File: src/rtl/alu_issue_stage.sv
// alu_issue_stage: decodes MIPS-style op fields, drives a combinational ALU and returns its result.
// Latency: 2 cycles. An op accepted at edge N is presented on res_* after edge N+1. One op per cycle sustained.
// Backpressure: res_ready low holds S2. S1 holds once S2 is full. iss_ready drops only when both stages are full and res_ready is low.
//
// Ports:
//   clk, reset                     rising-edge clock, async active-high reset
//   iss_*                          issue handshake plus decoded instruction fields, rs/rt values and tag
//   alu_in0/in1/shamt/op           registered S1 operands to the external ALU
//   alu_out, alu_iszero            combinational ALU result, captured into S2
//   res_*                          result handshake: data, zero flag, tag, illegal flag
//   retired                        wrapping count of results accepted downstream
module alu_issue_stage #(
  parameter int TAG_W = 5
) (
  input  logic             clk,
  input  logic             reset,
  input  logic             iss_valid,
  output logic             iss_ready,
  input  logic [5:0]       iss_opcode,
  input  logic [5:0]       iss_funct,
  input  logic [4:0]       iss_shamt,
  input  logic [15:0]      iss_imm,
  input  logic [31:0]      iss_rs,
  input  logic [31:0]      iss_rt,
  input  logic [TAG_W-1:0] iss_tag,
  output logic [31:0]      alu_in0,
  output logic [31:0]      alu_in1,
  output logic [5:0]       alu_shamt,
  output logic [3:0]       alu_op,
  input  logic [31:0]      alu_out,
  input  logic             alu_iszero,
  output logic             res_valid,
  input  logic             res_ready,
  output logic [31:0]      res_data,
  output logic             res_zero,
  output logic [TAG_W-1:0] res_tag,
  output logic             res_illegal,
  output logic [31:0]      retired
);

  logic             s1_valid;
  logic             s2_valid;
  logic [TAG_W-1:0] s1_tag;
  logic             s1_illegal;
  logic             s2_adv;
  logic             accept;

  logic [3:0]  d_op;
  logic [31:0] d_in0;
  logic [31:0] d_in1;
  logic [5:0]  d_shamt;
  logic        d_ill;

  assign s2_adv    = s1_valid && (!s2_valid || res_ready);
  assign iss_ready = !s1_valid || s2_adv;
  assign accept    = iss_valid && iss_ready;
  assign res_valid = s2_valid;

  // Decode. Unknown encodings fall through to op 1111 with zeroed operands.
  always_comb begin
    d_op    = 4'hF;
    d_in0   = iss_rs;
    d_in1   = iss_rt;
    d_shamt = 6'd0;
    d_ill   = 1'b0;
    if (iss_opcode == 6'h00) begin
      d_shamt = {1'b0, iss_shamt};
      case (iss_funct)
        6'h24:        d_op = 4'b0000;
        6'h25:        d_op = 4'b0001;
        6'h20, 6'h21: d_op = 4'b0010;
        6'h00:        d_op = 4'b0100;
        6'h02:        d_op = 4'b0101;
        6'h22, 6'h23: d_op = 4'b0110;
        6'h2A:        d_op = 4'b0111;
        6'h27:        d_op = 4'b1100;
        default:      d_ill = 1'b1;
      endcase
    end else begin
      case (iss_opcode)
        6'h08, 6'h09: begin d_op = 4'b0010; d_in1 = {{16{iss_imm[15]}}, iss_imm}; end
        6'h0A:        begin d_op = 4'b0111; d_in1 = {{16{iss_imm[15]}}, iss_imm}; end
        6'h0C:        begin d_op = 4'b0000; d_in1 = {16'd0, iss_imm}; end
        6'h0D:        begin d_op = 4'b0001; d_in1 = {16'd0, iss_imm}; end
        6'h04:        d_op = 4'b0110;
        default:      d_ill = 1'b1;
      endcase
    end
    if (d_ill) begin
      d_op    = 4'hF;
      d_in0   = 32'd0;
      d_in1   = 32'd0;
      d_shamt = 6'd0;
    end
  end

  // S1: ALU ports come straight from these registers, so they only move on accept.
  always_ff @(posedge clk or posedge reset) begin
    if (reset) begin
      s1_valid   <= 1'b0;
      alu_in0    <= 32'd0;
      alu_in1    <= 32'd0;
      alu_shamt  <= 6'd0;
      alu_op     <= 4'd0;
      s1_tag     <= '0;
      s1_illegal <= 1'b0;
    end else begin
      if (accept) begin
        s1_valid   <= 1'b1;
        alu_in0    <= d_in0;
        alu_in1    <= d_in1;
        alu_shamt  <= d_shamt;
        alu_op     <= d_op;
        s1_tag     <= iss_tag;
        s1_illegal <= d_ill;
      end else if (s2_adv) begin
        s1_valid <= 1'b0;
      end
    end
  end

  // S2: illegal ops ignore whatever the ALU produces and report zero.
  always_ff @(posedge clk or posedge reset) begin
    if (reset) begin
      s2_valid    <= 1'b0;
      res_data    <= 32'd0;
      res_zero    <= 1'b0;
      res_tag     <= '0;
      res_illegal <= 1'b0;
      retired     <= 32'd0;
    end else begin
      if (s2_adv) begin
        s2_valid    <= 1'b1;
        res_data    <= s1_illegal ? 32'd0 : alu_out;
        res_zero    <= s1_illegal | alu_iszero;
        res_tag     <= s1_tag;
        res_illegal <= s1_illegal;
      end else if (res_ready) begin
        s2_valid <= 1'b0;
      end
      if (s2_valid && res_ready) retired <= retired + 32'd1;
    end
  end

endmodule

File: config.mk
export PLATFORM = sky130hd
export DESIGN_NAME = alu_issue_stage
export DESIGN_NICKNAME = d
export VERILOG_FILES = /design/src/rtl/alu_issue_stage.sv
export SDC_FILE = /design/constraint.sdc
export NUM_CORES = 1
export LEC_CHECK = 0
export BUFFER_PORTS_ARGS = -buffer_cell sky130_fd_sc_hd__buf_2
export CAP_MARGIN = 0
export CORE_MARGIN = 2
export CORE_UTILIZATION = 40
export CTS_BUF_LIST = sky130_fd_sc_hd__clkbuf_2
export CTS_CLUSTER_DIAMETER = 150
export DETAILED_ROUTE_END_ITERATION = 10
export PLACE_DENSITY = 0.68
export SYNTH_ARGS = -nofsm -noshare
export SYNTH_HDL_FRONTEND = slang
export SYNTH_SLANG_ARGS = --single-unit
File: constraint.sdc
create_clock -name clk -period 4.3 [get_ports clk]
set_input_delay 0.215 -clock clk [delete_from_list [all_inputs] [get_ports clk]]
set_output_delay 0.215 -clock clk [all_outputs]
set_load 0.005 [all_outputs]
==> Yosys cells after proc, flatten, opt, wreduce, memory -nomap -nowiden <==
Cells that the tools add are included.
{ "op_classes": {"addsub": 1, "mul": 0, "div": 0, "order_cmp": 0, "eq_ne": 15, "shifts": 0, "muxes": 18, "bitwise_logic": 1, "n_reduce_logical": 18} }
{ "ops": {"columns": ["cell", "n"], "rows": [
  ["32-bit two-way mux", 4],
  ["32-bit case mux with 2 select lines", 1],
  ["6-bit equality test (second input constant)", 8],
  ["32-bit by 1-bit adder with 32-bit output (second input constant)", 1],
  ["4-bit case mux with 8 select lines", 1],
  ["6-bit by 4-bit equality test with 1-bit output (second input constant)", 5],
  ["4-bit case mux with 5 select lines", 1],
  ["6-bit logical NOT", 2],
  ["10-bit OR reduction", 1],
  ["4-bit two-way mux", 2],
  ["2-bit OR reduction", 4],
  ["1-bit two-way mux", 7],
  ["6-bit by 2-bit equality test with 1-bit output (second input constant)", 1],
  ["6-bit by 3-bit equality test with 1-bit output (second input constant)", 1],
  ["6-bit two-way mux", 1],
  ["6-bit OR reduction", 1],
  ["5-bit two-way mux", 1],
  ["2-bit nonzero test", 2],
  ["1-bit logical AND", 3],
  ["3-bit OR reduction", 1],
  ["1-bit logical NOT", 2],
  ["1-bit logical OR", 2],
  ["1-bit OR", 1]
]} }
{ "totals": {"reg_bits": 153, "latchBits": 0, "ram_bits": 0, "romBits": 0, "in_bits": 139, "out_inout_bits": 147, "elab_cells": 66, "n_memories": 0} }

==> Depth between registers and ports, before layout <==
{ "logic_depth": {"depth_word": 6, "mapped_depth": 6, "ltp_nobuf": 5} }

==> Worst setup path before layout <==
OpenSTA, ideal clock, no wires.
{ "synth_path": {"path_kind": "input port to flip-flop", "start": "in iss_funct[4]", "end": "reg alu_in1[10]", "arrival_ns": 1.901, "setup_slack_ns": 2.306, "cell_stages": 6, "n_path_buf": 2, "path_cell_list": "or4_1 > or4_4 > o211a_1 > buf_6 > buf_6 > o31ai_2"} }
{ "synth_via": {"elab_chain_len": 5} }
{ "synth_lines": {"columns": ["item", "line_no", "source"], "rows": [
  ["start, declared", "20", "input logic [5:0] iss_funct,"],
  ["6-bit equality test (tied with other cells)", "68", "case (iss_funct)"],
  ["10-bit OR reduction (no line) (*)", null, null],
  ["1-bit two-way mux (*)", "68", null],
  ["1-bit two-way mux (*)", "66", "if (iss_opcode == 6'h00) begin"],
  ["32-bit two-way mux (*)", "89", "if (d_ill) begin"],
  ["end signal, assigned", "111", "alu_in1 <= d_in1;"],
  ["end, declared", "27", "output logic [31:0] alu_in1,"]
]} }
Mark *: on every way between the ends. The rest lies on a longest branch, timed or not.
A chain may end at the register's enable or synchronous reset.

==> Worst setup path after layout <==
{ "layout_path": {"start": "in iss_funct[4]", "end": "reg alu_op[0]"} }
{ "layout_via": {"elab_chain_len": 5} }
{ "layout_lines": {"columns": ["item", "line_no", "source"], "rows": [
  ["6-bit equality test (tied with other cells)", "68", null],
  ["2-bit OR reduction (tied with other cells)", null, null],
  ["4-bit case mux with 8 select lines or 1-bit two-way mux (tied branches)", "68", null],
  ["4-bit two-way mux or 1-bit two-way mux (tied branches)", "66", null],
  ["4-bit two-way mux (*)", "89", null],
  ["end signal, assigned", "113", "alu_op <= d_op;"],
  ["end, declared", "29", "output logic [3:0] alu_op,"]
]} }
Marks and branches as above.

==> run metrics <==
Area Growth Syn to Fin 47.4%; Placed Cells 1128; Hold Startpoint iss_opcode[1]; Clock power frac 26.2%; R2R setup slack 1620 ps; RR Endpoint alu_op[3]; Post-Syn Instances 659; DRC violations left 0; Rows 47; Total Wirelength 20100 um; Final Non-Filler Cells 1299; Hold Crit Depth 4; area leader, netlist dfrtp_1; TritonCTS Buffers 17; share of cells above drive strength 1 33.8%; mapped cell area 6770 sq um; synth warn 0; RSZ-0062 raised after global routing false; Hold Violations, Final 0; FF+latch count, synth 152; DR vias/cell 4.92; setup_tns 0 ps; Fmax 353 MHz; Avg Inst Size Synth 10.3 sq um; area of the die 18000 sq um; Mapped Nets 799; synth top area cells dfrtp_1 56%, nand2_1 8.8%, o31ai_2 5.2%; Crit path required time 4920 ps; period utilization 65.9%; drt initial violations 260; post-CTS resize count 0; worst-path fanout max 4; total gr overflow 0; Crit. End Element flip-flop; wire length per cell 15.4 um; register area share after synthesis 56.2%; final design utilization 60.2%; Psw 0.000880 W; # IOs 286; switch share 29.5%; largest net degree at the start of global routing 93; Sequential Power Share 54.2%; Slew Viols, Final 0; number of setup violations in the final report 0; gp weighted congestion 0.855; initial antenna violation count 0; Hold EP alu_shamt[1]; Post-DP HPWL 12400 um; reg-to-reg critical path startpoint res_valid; H-tree levels 4; Min Clock Period, post-route 2830 ps; first-pass GRT wire length 32000 um; Port Buffers 284; relative slew slack 30.6%; worst endpoint data arrival time 3450 ps; Max clock buf depth 2; Netlist cell types 43; CP startpoint kind input port; drt first pass iters 5; Root Buffer clkbuf_2; core area 16600 sq um; clock insertion delay at the later pin of the skew report 710 ps; gr usage total 22.5%; top cell type's share of synthesized area 56.2%; Static Leakage 5.15 nW; Die Ht 134 um; Antenna Nets Post-Route 0; Post-layout nets 1207; Reg clk slew, reported paths 210 ps; Logic pwr share 19.6%; final hold slack 127 ps; HP Class in -> reg; Least-Margin Pin Slew 1040 ps; TritonCTS clock tree built; VDD IR max 161 uV; r2r worst-path depth 6; Antenna diodes 0; max cap viols 0; Critical Path Start iss_funct[4]; vias in the first global route 6298; Starting Density 40.8%; die width 134 um; Setup Buffers After CTS 0; PwrDens 299 nW/um^2; internal power 0.00211 W; critical path type in -> reg; outcome finished clean; clk sinks 152; Setup Skew 26.4 ps; DR vias 6385
registers in the layout (all words and copies together) (netlist names):
register     count
res_valid        1
res_data        32
s1_tag           5
s1_valid         1
retired         32
alu_in0         32
alu_shamt        5
alu_in1         32
res_illegal      1
res_zero         1
res_tag          5
s1_illegal       1
alu_op           4
timing repair:
item,4_1_cts,5_1_grt
endpoints found under the setup margin,0,0
hold buffers,140,0
endpoints found under the hold margin,152,0
cell type report:
cell class / instances / area (sq um)
multi-input cells: 457 / 2750
repair buffers: 432 / 2900
clock buffers: 20 / 100
clock inverters: 11 / 125
inverters: 7 / 30.0
fillers: 1391 / 6600
well taps: 220 / 275
flip-flops and latches: 152 / 3800
power by group through the flow:
stage                     sequential [W]  combinational (W)  clock [W]
after floorplan                  0.00164           0.000243          0
after global placement           0.00164           0.000474          0
after detailed placement         0.00164           0.000481          0
after CTS                        0.00162           0.000582   0.000821
after global routing             0.00164           0.000650   0.000880
final                            0.00162           0.000586   0.000784
worst max-delay path by stage:
stage | end | slack (ps)
6_report | alu_op[0] | 1470
5_1_grt | alu_op[3] | 1370
3_5_place_dp | s1_illegal | 1640
4_1_cts | alu_op[0] | 1590
3_3_place_gp | s1_illegal | 1640
2_1_floorplan | alu_in0[0] | 2170
per-layer routing:
metal / vias up / share of wire (%) / track usage [%]
met5: - / 0 / 0
met1: 3022 / 41 / 28.1
met3: 42 / 7.4 / 6.31
met4: 0 / 3.0 / 9.53
met2: 267 / 49 / 36.7
li1: 3054 / - / -
worst max-delay path, stage by stage:
cell and delay (ps):
dlygate4sd3_1 530, buf_2 150, or4_1 550, or4_4 460
dlygate4sd3_1 580, a211o_1 250, a22o_1 180, dlygate4sd3_1 540
metrics by stage:
step           power [W]  worst slack, ps  instance area [sq um]
6_report         0.00299             1470                   9980
2_1_floorplan    0.00188             2170                   6770
3_3_place_gp     0.00211             1640                   8350
4_1_cts          0.00302             1590                   9980
5_1_grt          0.00317             1370                   9980
3_5_place_dp     0.00212             1640                   8350
synth_stat cells:
cell / instances
nand2_1: 159
dfrtp_1: 152
o21ai_0: 68
nand2b_1: 36
clkbuf_1: 33
o31ai_2: 28
xor2_1: 19
a21oi_1: 18
mux2i_1: 17
nand3_1: 14
nor3_1: 13
xnor2_1: 13
and4_1: 8
mux2_2: 8
inv_1: 7
nor2_1: 7
a22o_1: 6
and3_1: 5
nor4_1: 5
buf_6: 4
nand4_1: 4
o31ai_1: 4
buf_1: 3
nor2b_1: 3
nor4b_1: 3
buf_2: 2
nand3b_1: 2
o22a_1: 2
or3_1: 2
a211o_1: 1
a21boi_0: 1
a22oi_1: 1
and2_1: 1
buf_4: 1
conb_1: 1
ha_1: 1
o211a_1: 1
o22ai_1: 1
o32a_1: 1
or2_2: 1
or3b_2: 1
or4_1: 1
or4_4: 1
cell families after synthesis:
| group | share of synthesized area [%] |
|---|---|
| simple gates | 18.5 |
| flops | 56.2 |
| compound gates | 13.8 |
| buf+inv | 3.31 |
| xor+xnor | 4.14 |
| mux | 3.84 |
| fa+ha+maj | 0.185 |
| other cells | 0.0554 |
cells in the final DEF (no fill, tap or decap), types with 2 or more instances in the layout:
| master | count |
|---|---|
| xor2_1 | 19 |
| nand4_1 | 4 |
| nand2_1 | 157 |
| bufinv_16 | 2 |
| xnor2_1 | 13 |
| inv_1 | 6 |
| a22o_1 | 6 |
| o22a_1 | 2 |
| o31ai_2 | 28 |
| inv_6 | 2 |
| mux2i_1 | 17 |
| nor4b_1 | 3 |
| nand3_1 | 14 |
| nor2b_1 | 3 |
| and4_1 | 8 |
| clkinvlp_4 | 5 |
| nor2_1 | 7 |
| nor3_1 | 13 |
| buf_4 | 7 |
| nand3b_1 | 2 |
| buf_2 | 284 |
| nand2b_1 | 36 |
| o21ai_0 | 68 |
| o31ai_1 | 4 |
| or3_1 | 2 |
| a21oi_1 | 18 |
| and3_1 | 5 |
| dfrtp_1 | 152 |
| clkbuf_2 | 20 |
| dlygate4sd3_1 | 140 |
| nor4_1 | 5 |
| mux2_2 | 8 |
Note: power is estimated with default switching activity, not from simulation.
